[src/rtl/ebr_fifo_pkg.sv]
// Shared constants and helpers for the EBR_B-backed FIFO controller.
package ebr_fifo_pkg;

    localparam int EBR_BITS = 4096;

    function automatic int addr_width_for(input int data_width);
        return $clog2(EBR_BITS / data_width);
    endfunction

    // EBR_B takes its port width as a string parameter.
    function automatic string ebr_width_str(input int data_width);
        case (data_width)
            16:      return "16";
            8:       return "8";
            4:       return "4";
            2:       return "2";
            default: return "16";
        endcase
    endfunction

endpackage

[src/rtl/ebr_fifo_ctrl_if.sv]
// Producer/consumer valid-ready stream pair seen by the FIFO controller.
interface ebr_fifo_ctrl_if #(parameter int DATA_WIDTH = 16);

    logic [DATA_WIDTH-1:0] IN_DATA;
    logic                  IN_VALID;
    logic                  IN_READY;
    logic [DATA_WIDTH-1:0] OUT_DATA;
    logic                  OUT_VALID;
    logic                  OUT_READY;

    modport master (output IN_DATA, IN_VALID, OUT_READY,
                    input  IN_READY, OUT_DATA, OUT_VALID);

    modport slave  (input  IN_DATA, IN_VALID, OUT_READY,
                    output IN_READY, OUT_DATA, OUT_VALID);

endinterface

[src/rtl/ebr_fifo_skid.sv]
// Two-entry FIFO register stage holding prefetched RAM words ahead of the consumer.
module ebr_fifo_skid
    import ebr_fifo_pkg::*;
#(
    parameter int DATA_WIDTH = 16
) (
    input  logic                  clk,
    input  logic                  rst_n,
    input  logic                  clr,
    input  logic                  push,
    input  logic [DATA_WIDTH-1:0] data,
    input  logic                  pop,
    output logic [DATA_WIDTH-1:0] head,
    output logic [1:0]            cnt
);

    logic [DATA_WIDTH-1:0] head_q, head_d, tail_q, tail_d;
    logic [1:0]            cnt_q, cnt_d;

    // Next-state: fill lands in the first free slot; pop shifts tail into head.
    always_comb begin
        head_d = head_q;
        tail_d = tail_q;
        cnt_d  = cnt_q;
        if (clr) begin
            cnt_d = 2'd0;
        end else begin
            case ({push, pop})
                2'b10: begin
                    if (cnt_q == 2'd0) begin
                        head_d = data;
                    end else begin
                        tail_d = data;
                    end
                    cnt_d = cnt_q + 2'd1;
                end
                2'b01: begin
                    head_d = tail_q;
                    cnt_d  = cnt_q - 2'd1;
                end
                2'b11: begin
                    if (cnt_q == 2'd1) begin
                        head_d = data;
                    end else begin
                        head_d = tail_q;
                        tail_d = data;
                    end
                end
                default: begin
                    cnt_d = cnt_q;
                end
            endcase
        end
    end

    // State registers.
    always_ff @(posedge clk) begin
        if (!rst_n) begin
            head_q <= {DATA_WIDTH{1'b0}};
            tail_q <= {DATA_WIDTH{1'b0}};
            cnt_q  <= 2'd0;
        end else begin
            head_q <= head_d;
            tail_q <= tail_d;
            cnt_q  <= cnt_d;
        end
    end

    assign head = head_q;
    assign cnt  = cnt_q;

endmodule

[src/rtl/ebr_fifo_ctrl.sv]
// Circular-buffer controller for one EBR_B RAM with a 2-entry first-word-fall-through skid stage.
module ebr_fifo_ctrl
    import ebr_fifo_pkg::*;
#(
    parameter int DATA_WIDTH   = 16,
    parameter int ADDR_WIDTH   = 8,
    parameter int AFULL_LEVEL  = 240,
    parameter int AEMPTY_LEVEL = 4
) (
    input  logic                  CK,
    input  logic                  RST_N,
    input  logic                  FLUSH,
    ebr_fifo_ctrl_if.slave        strm,
    output logic [ADDR_WIDTH+1:0] COUNT,
    output logic                  FULL,
    output logic                  EMPTY,
    output logic                  ALMOST_FULL,
    output logic                  ALMOST_EMPTY,
    output logic                  OVERFLOW,
    output logic [ADDR_WIDTH-1:0] RAM_WADDR,
    output logic [DATA_WIDTH-1:0] RAM_WDATA,
    output logic                  RAM_WE,
    output logic                  RAM_WCLKE,
    output logic [DATA_WIDTH-1:0] RAM_MASK_N,
    output logic [ADDR_WIDTH-1:0] RAM_RADDR,
    output logic                  RAM_RE,
    output logic                  RAM_RCLKE,
    input  logic [DATA_WIDTH-1:0] RAM_RDATA
);

    localparam int CW = ADDR_WIDTH + 2;
    localparam logic [ADDR_WIDTH:0] DEPTH_C  = {1'b1, {ADDR_WIDTH{1'b0}}};
    localparam logic [CW-1:0]       AFULL_C  = CW'(AFULL_LEVEL);
    localparam logic [CW-1:0]       AEMPTY_C = CW'(AEMPTY_LEVEL);

    logic [ADDR_WIDTH-1:0] wptr_q, wptr_d, rptr_q, rptr_d;
    logic [ADDR_WIDTH:0]   ram_cnt_q, ram_cnt_d;
    logic [CW-1:0]         count_q, count_d;
    logic                  inflight_q, inflight_d;
    logic                  full_q, full_d, empty_q, empty_d;
    logic                  afull_q, afull_d, aempty_q, aempty_d;
    logic                  ovf_q, ovf_d;

    logic                  clr_s, push_s, pop_s, issue_s, out_valid_s;
    logic [1:0]            skid_cnt_s, skid_cnt_nx_s;
    logic [2:0]            skid_occ_s;
    logic [DATA_WIDTH-1:0] skid_head_s;

    // Handshakes; pushes and reads are suppressed while clearing so the RAM sees no enables.
    always_comb begin
        clr_s       = FLUSH | ~RST_N;
        out_valid_s = (skid_cnt_s != 2'd0);
        pop_s       = out_valid_s & strm.OUT_READY;
        push_s      = strm.IN_VALID & ~full_q & ~clr_s;
        skid_occ_s  = {1'b0, skid_cnt_s} + {2'b00, inflight_q} - {2'b00, pop_s};
        issue_s     = (ram_cnt_q != {(ADDR_WIDTH+1){1'b0}}) & (skid_occ_s < 3'd2) & ~clr_s;
    end

    // Pointer, occupancy and flag next-state; flags come from next-state totals.
    always_comb begin
        if (FLUSH) begin
            wptr_d        = {ADDR_WIDTH{1'b0}};
            rptr_d        = {ADDR_WIDTH{1'b0}};
            ram_cnt_d     = {(ADDR_WIDTH+1){1'b0}};
            inflight_d    = 1'b0;
            skid_cnt_nx_s = 2'd0;
            ovf_d         = 1'b0;
        end else begin
            wptr_d        = wptr_q + {{(ADDR_WIDTH-1){1'b0}}, push_s};
            rptr_d        = rptr_q + {{(ADDR_WIDTH-1){1'b0}}, issue_s};
            ram_cnt_d     = ram_cnt_q + {{ADDR_WIDTH{1'b0}}, push_s}
                                      - {{ADDR_WIDTH{1'b0}}, issue_s};
            inflight_d    = issue_s;
            skid_cnt_nx_s = skid_cnt_s + {1'b0, inflight_q} - {1'b0, pop_s};
            ovf_d         = ovf_q | (strm.IN_VALID & full_q);
        end
        count_d  = {1'b0, ram_cnt_d} + {{(CW-1){1'b0}}, inflight_d}
                                     + {{(CW-2){1'b0}}, skid_cnt_nx_s};
        full_d   = (ram_cnt_d == DEPTH_C);
        empty_d  = (count_d == {CW{1'b0}});
        afull_d  = (count_d >= AFULL_C);
        aempty_d = (count_d <= AEMPTY_C);
    end

    // State registers with synchronous reset.
    always_ff @(posedge CK) begin
        if (!RST_N) begin
            wptr_q     <= {ADDR_WIDTH{1'b0}};
            rptr_q     <= {ADDR_WIDTH{1'b0}};
            ram_cnt_q  <= {(ADDR_WIDTH+1){1'b0}};
            count_q    <= {CW{1'b0}};
            inflight_q <= 1'b0;
            full_q     <= 1'b0;
            empty_q    <= 1'b1;
            afull_q    <= 1'b0;
            aempty_q   <= 1'b1;
            ovf_q      <= 1'b0;
        end else begin
            wptr_q     <= wptr_d;
            rptr_q     <= rptr_d;
            ram_cnt_q  <= ram_cnt_d;
            count_q    <= count_d;
            inflight_q <= inflight_d;
            full_q     <= full_d;
            empty_q    <= empty_d;
            afull_q    <= afull_d;
            aempty_q   <= aempty_d;
            ovf_q      <= ovf_d;
        end
    end

    // A read in flight during FLUSH is dropped by gating the fill.
    ebr_fifo_skid #(.DATA_WIDTH(DATA_WIDTH)) u_skid (
        .clk   (CK),
        .rst_n (RST_N),
        .clr   (FLUSH),
        .push  (inflight_q & ~FLUSH),
        .data  (RAM_RDATA),
        .pop   (pop_s),
        .head  (skid_head_s),
        .cnt   (skid_cnt_s)
    );

    assign strm.IN_READY  = ~full_q;
    assign strm.OUT_VALID = out_valid_s;
    assign strm.OUT_DATA  = skid_head_s;

    assign COUNT        = count_q;
    assign FULL         = full_q;
    assign EMPTY        = empty_q;
    assign ALMOST_FULL  = afull_q;
    assign ALMOST_EMPTY = aempty_q;
    assign OVERFLOW     = ovf_q;

    assign RAM_WADDR  = wptr_q;
    assign RAM_WDATA  = strm.IN_DATA;
    assign RAM_WE     = push_s;
    assign RAM_WCLKE  = push_s;
    assign RAM_MASK_N = {DATA_WIDTH{1'b0}};
    assign RAM_RADDR  = rptr_q;
    assign RAM_RE     = issue_s;
    assign RAM_RCLKE  = issue_s;

endmodule

[src/flat_wrapper.sv]
// flat-port wrapper written by rule: the top's interface ports become plain ports
module ebr_fifo_ctrl_flat import ebr_fifo_pkg::*;
#(
    parameter int DATA_WIDTH   = 16,
    parameter int ADDR_WIDTH   = 8,
    parameter int AFULL_LEVEL  = 240,
    parameter int AEMPTY_LEVEL = 4
)
  (CK, RST_N, FLUSH, COUNT, FULL, EMPTY, ALMOST_FULL, ALMOST_EMPTY, OVERFLOW, RAM_WADDR, RAM_WDATA, RAM_WE, RAM_WCLKE, RAM_MASK_N, RAM_RADDR, RAM_RE, RAM_RCLKE, RAM_RDATA, strm_IN_DATA, strm_IN_VALID, strm_OUT_READY, strm_IN_READY, strm_OUT_DATA, strm_OUT_VALID);
  ebr_fifo_ctrl_if #(.DATA_WIDTH(DATA_WIDTH)) strm_i ();
  input  logic CK;
  input  logic RST_N;
  input  logic FLUSH;
  output logic [ADDR_WIDTH+1:0] COUNT;
  output logic FULL;
  output logic EMPTY;
  output logic ALMOST_FULL;
  output logic ALMOST_EMPTY;
  output logic OVERFLOW;
  output logic [ADDR_WIDTH-1:0] RAM_WADDR;
  output logic [DATA_WIDTH-1:0] RAM_WDATA;
  output logic RAM_WE;
  output logic RAM_WCLKE;
  output logic [DATA_WIDTH-1:0] RAM_MASK_N;
  output logic [ADDR_WIDTH-1:0] RAM_RADDR;
  output logic RAM_RE;
  output logic RAM_RCLKE;
  input  logic [DATA_WIDTH-1:0] RAM_RDATA;
  input wire logic [$bits(strm_i.IN_DATA)-1:0] strm_IN_DATA;
  input wire logic [$bits(strm_i.IN_VALID)-1:0] strm_IN_VALID;
  input wire logic [$bits(strm_i.OUT_READY)-1:0] strm_OUT_READY;
  output wire logic [$bits(strm_i.IN_READY)-1:0] strm_IN_READY;
  output wire logic [$bits(strm_i.OUT_DATA)-1:0] strm_OUT_DATA;
  output wire logic [$bits(strm_i.OUT_VALID)-1:0] strm_OUT_VALID;
  assign strm_i.IN_DATA = strm_IN_DATA;
  assign strm_i.IN_VALID = strm_IN_VALID;
  assign strm_i.OUT_READY = strm_OUT_READY;
  assign strm_IN_READY = strm_i.IN_READY;
  assign strm_OUT_DATA = strm_i.OUT_DATA;
  assign strm_OUT_VALID = strm_i.OUT_VALID;
  ebr_fifo_ctrl #(.DATA_WIDTH(DATA_WIDTH), .ADDR_WIDTH(ADDR_WIDTH), .AFULL_LEVEL(AFULL_LEVEL), .AEMPTY_LEVEL(AEMPTY_LEVEL)) u_core (.CK(CK), .RST_N(RST_N), .FLUSH(FLUSH), .strm(strm_i), .COUNT(COUNT), .FULL(FULL), .EMPTY(EMPTY), .ALMOST_FULL(ALMOST_FULL), .ALMOST_EMPTY(ALMOST_EMPTY), .OVERFLOW(OVERFLOW), .RAM_WADDR(RAM_WADDR), .RAM_WDATA(RAM_WDATA), .RAM_WE(RAM_WE), .RAM_WCLKE(RAM_WCLKE), .RAM_MASK_N(RAM_MASK_N), .RAM_RADDR(RAM_RADDR), .RAM_RE(RAM_RE), .RAM_RCLKE(RAM_RCLKE), .RAM_RDATA(RAM_RDATA));
endmodule
[config.mk]
export PLATFORM = sky130hd
export DESIGN_NAME = ebr_fifo_ctrl_flat
export DESIGN_NICKNAME = d
export VERILOG_FILES = /design/src/rtl/ebr_fifo_pkg.sv /design/src/rtl/ebr_fifo_ctrl_if.sv /design/src/rtl/ebr_fifo_skid.sv /design/src/rtl/ebr_fifo_ctrl.sv /design/src/flat_wrapper.sv
export SDC_FILE = /design/constraint.sdc
export NUM_CORES = 1
export LEC_CHECK = 0
export ABC_AREA = 1
export BUFFER_PORTS_ARGS = -buffer_cell sky130_fd_sc_hd__clkbuf_2
export CORE_MARGIN = 2
export CORE_UTILIZATION = 33
export CTS_CLUSTER_SIZE = 10
export DETAILED_ROUTE_END_ITERATION = 10
export GPL_ROUTABILITY_DRIVEN = 0
export HOLD_SLACK_MARGIN = 0.08
export PLACE_DENSITY = 0.54
export SYNTH_ARGS = -nofsm -noshare
export SYNTH_HDL_FRONTEND = slang
export SYNTH_SLANG_ARGS = --single-unit
[constraint.sdc]
create_clock -name CK -period 6.4 [get_ports CK]
set_clock_uncertainty 0.1 [all_clocks]
set_input_delay 1.92 -clock CK [delete_from_list [all_inputs] [get_ports CK]]
set_output_delay 1.92 -clock CK [all_outputs]
set_load 0.1 [all_outputs]
==> impl_metrics.yaml <==
yosys:
  synth_seq_cells: 75
  syn_inst: 577
  netlist_top_cells_count: "103 x inv_1, 75 x dfxtp_1, 63 x nor2_1, 60 x nand2_1, 52 x o21ai_0"
  synth_flop_cell: "dfxtp_1"
  post-synth-top-count-cell: "inv_1"
  synth.top_cell.area_share: 0.361
  yosys_warnings: 0
  synth.distinct_cells: 36
  synth-edff-count: 0
  syn_area_um2: 4160
  avgSynthCellArea_um2: 7.21
  ys_seq_area_frac: 0.361
  synth.largest_area_cell: "dfxtp_1"
  synth_area_leaders: "dfxtp_1 36%, inv_1 9.3%, ha_1 7.5%, buf_4 6.3%, o21ai_0 6.3%"
  async_reset_ff_frac: 0
routing:
  drc: 0
  ant_nets: 0
  drt-vias-per-instance: 4.44
  firstDrtPassIters: 5
  drt_iter0_drc: 145
  wl_um: 9170
  drt-wirelength-per-cell_um: 11.4
  vias: 3572
final_layout:
  layout.nets: 693
  synthToLayoutAreaGrowth_pct: 18.5
  drive_gt1_frac: 0.214
  antennaDiodeCount: 0
  fin_util: 0.396
sta:
  rsz0062_at_grt: "false"
  relSlewSlack: 0.228
  finalHoldViolations: 0
  setup_viol: 0
  min_period_ns: 6.03
  max_freq_ghz: 0.166
  finalMaxSlewViolations: 0
  finalCritPeriodShare: 0.942
  tightest_slew_ns: 1.15
  fin_hold_ws_ns: 0.375
floorplanning:
  std_cell_rows: 41
  start_util: 0.334
  fp.coreArea_um2: 12500
  die_y_um: 116
  dieArea_um2: 13500
  num_io_pins: 122
  die_x_um: 116
clock_network:
  clock_sinks: 75
  cts-resized-gates: 0
  cts_tree: "built"
  clk_pin_slew_ns: 0.05
  clk_latency_ns: 0.34
  post_cts_buffers: 0
  cts_buffer_depth: 2
  root_buffer: "clkbuf_16"
  htreeDepth: 3
  cts_hold_buf: 0
  cts_made_buffers: 9
global_routing:
  grt_max_degree: 33
  grt_use_total: 0.139
  grt_pass1_vias: 3246
  grt_antenna_before_repair: 0
  overflow: 0
  grt_pass1_wl_um: 14700
setup_path:
  critPathMaxFanout: 19
  cp-start-kind: "primary input"
  arrival_ns: 4.01
  end_kind: "output pin"
  cp.required_ns: 4.38
  crit_type: "in2out"
  worstRegToRegCells: 31
run:
  drv_cap: 0
min_path:
  hold_class: "reg2reg"
  whs_path_depth: 2
placement:
  post-dp-hpwl_um: 7030
  numPortBuffers: 73
power_and_ir_drop:
  power.leakage_nw: 2.39
  finalPower_mw: 2.19
  peakVddDrop_v: 0.000195
  power-per-cell-area_nw_per_um2: 444
run_status:
  outcome: "complete, no violations"
-- power breakdown --
group | internal [mW] | switching, mW
Clock | 0.304 | 0.201
Combinational | 0.273 | 0.857
Sequential | 0.528 | 0.0268
-- cells by family (layout without fill, tap and decap cells) --
| logic type | Yosys count | count (layout) | synth area share |
|---|---|---|---|
| buffers and inverters | 161 | 201 | 0.179 |
| adder cells (fa/ha/maj) | 29 | 29 | 0.0944 |
| other | 1 | 16 | 0.000901 |
| flip-flops | 75 | 75 | 0.361 |
| AND/OR/NAND/NOR | 197 | 197 | 0.216 |
| AO/OA/AOI/OAI | 109 | 109 | 0.138 |
| XOR/XNOR | 5 | 5 | 0.0105 |
-- metrics by stage --
step                area (um2)  setup WS (ns)  TNS (ns)  cells
detailed placement        4640          0.177         0    788
global route              4930          0.175         0    804
finish                    4930          0.372         0    804
global placement          4640          0.284         0    788
CTS                       4930          0.337         0    804
floorplan                 4320         -0.539     -3.73    592
-- registers in the layout, indices dropped and copies added (netlist names) --
name,count
u_core.FULL,1
u_core.RAM_RADDR,8
u_core.COUNT,10
u_core.OVERFLOW,1
u_core.ALMOST_EMPTY,1
u_core.RAM_WADDR,8
u_core.u_skid.cnt,2
u_core.u_skid.head,16
u_core.EMPTY,1
u_core.u_skid.tail_q,16
u_core.ram_cnt_q,9
u_core.inflight_q,1
u_core.ALMOST_FULL,1
-- per-layer routing --
metal,track usage,part of all wire
met5,0,0
met4,0.0683,0.021
met3,0.0327,0.044
met2,0.219,0.44
met1,0.180,0.49
-- worst max-delay path, cell delays in order --
cell and delay [ns]:
clkbuf_2 0.12, nand2_8 0.11, clkinv_8 0.10, ha_4 0.22, inv_2 0.06, ha_4 0.12, inv_2 0.04, fa_2 0.38
xnor2_1 0.15, inv_1 0.09, nor4_4 0.29, buf_4 0.21, buf_12 0.18
-- final timing paths --
kind | startpoint | slack [ns] | to
worst max-delay path | strm_OUT_READY | 0.37 | RAM_RE
worst max register to register | u_core.u_skid.cnt[0] | 1.41 | u_core.ALMOST_EMPTY
worst min-delay path | u_core.OVERFLOW | 0.37 | u_core.OVERFLOW
worst min register to register | u_core.OVERFLOW | 0.37 | u_core.OVERFLOW
-- layout make-up --
cell class / instances / area (um2)
Clock inverter: 5 / 62.6
Tap cell: 172 / 215
Sequential cell: 75 / 1500
Multi-Input combinational cell: 356 / 2050
Timing Repair Buffer: 76 / 448
Clock buffer: 11 / 233
Fill cell: 1290 / 7530
Inverter: 109 / 423
-- cell usage in the layout, fill, tap and decap left out, types with 2 or more instances in the layout --
cell and instances:
inv_2 9, buf_4 3, a21oi_1 46, nor2_4 2
o21ai_0 52, ha_1 22, a21oi_2 2, inv_1 98
or2_2 3, buf_12 4, ha_4 2, clkbuf_2 69
conb_1 16, o21a_1 3, nand2_2 6, clkinvlp_4 2
dfxtp_1 75, clkbuf_16 9, nor2_1 62, xor2_1 2
nand3_1 40, nand3_2 5, o21bai_1 3, nor2_2 7
fa_2 3, clkbuf_1 2, nand4_1 5, xnor2_1 3
nand2_1 58, nor3_1 4
(Power assumes the default switching activity.)
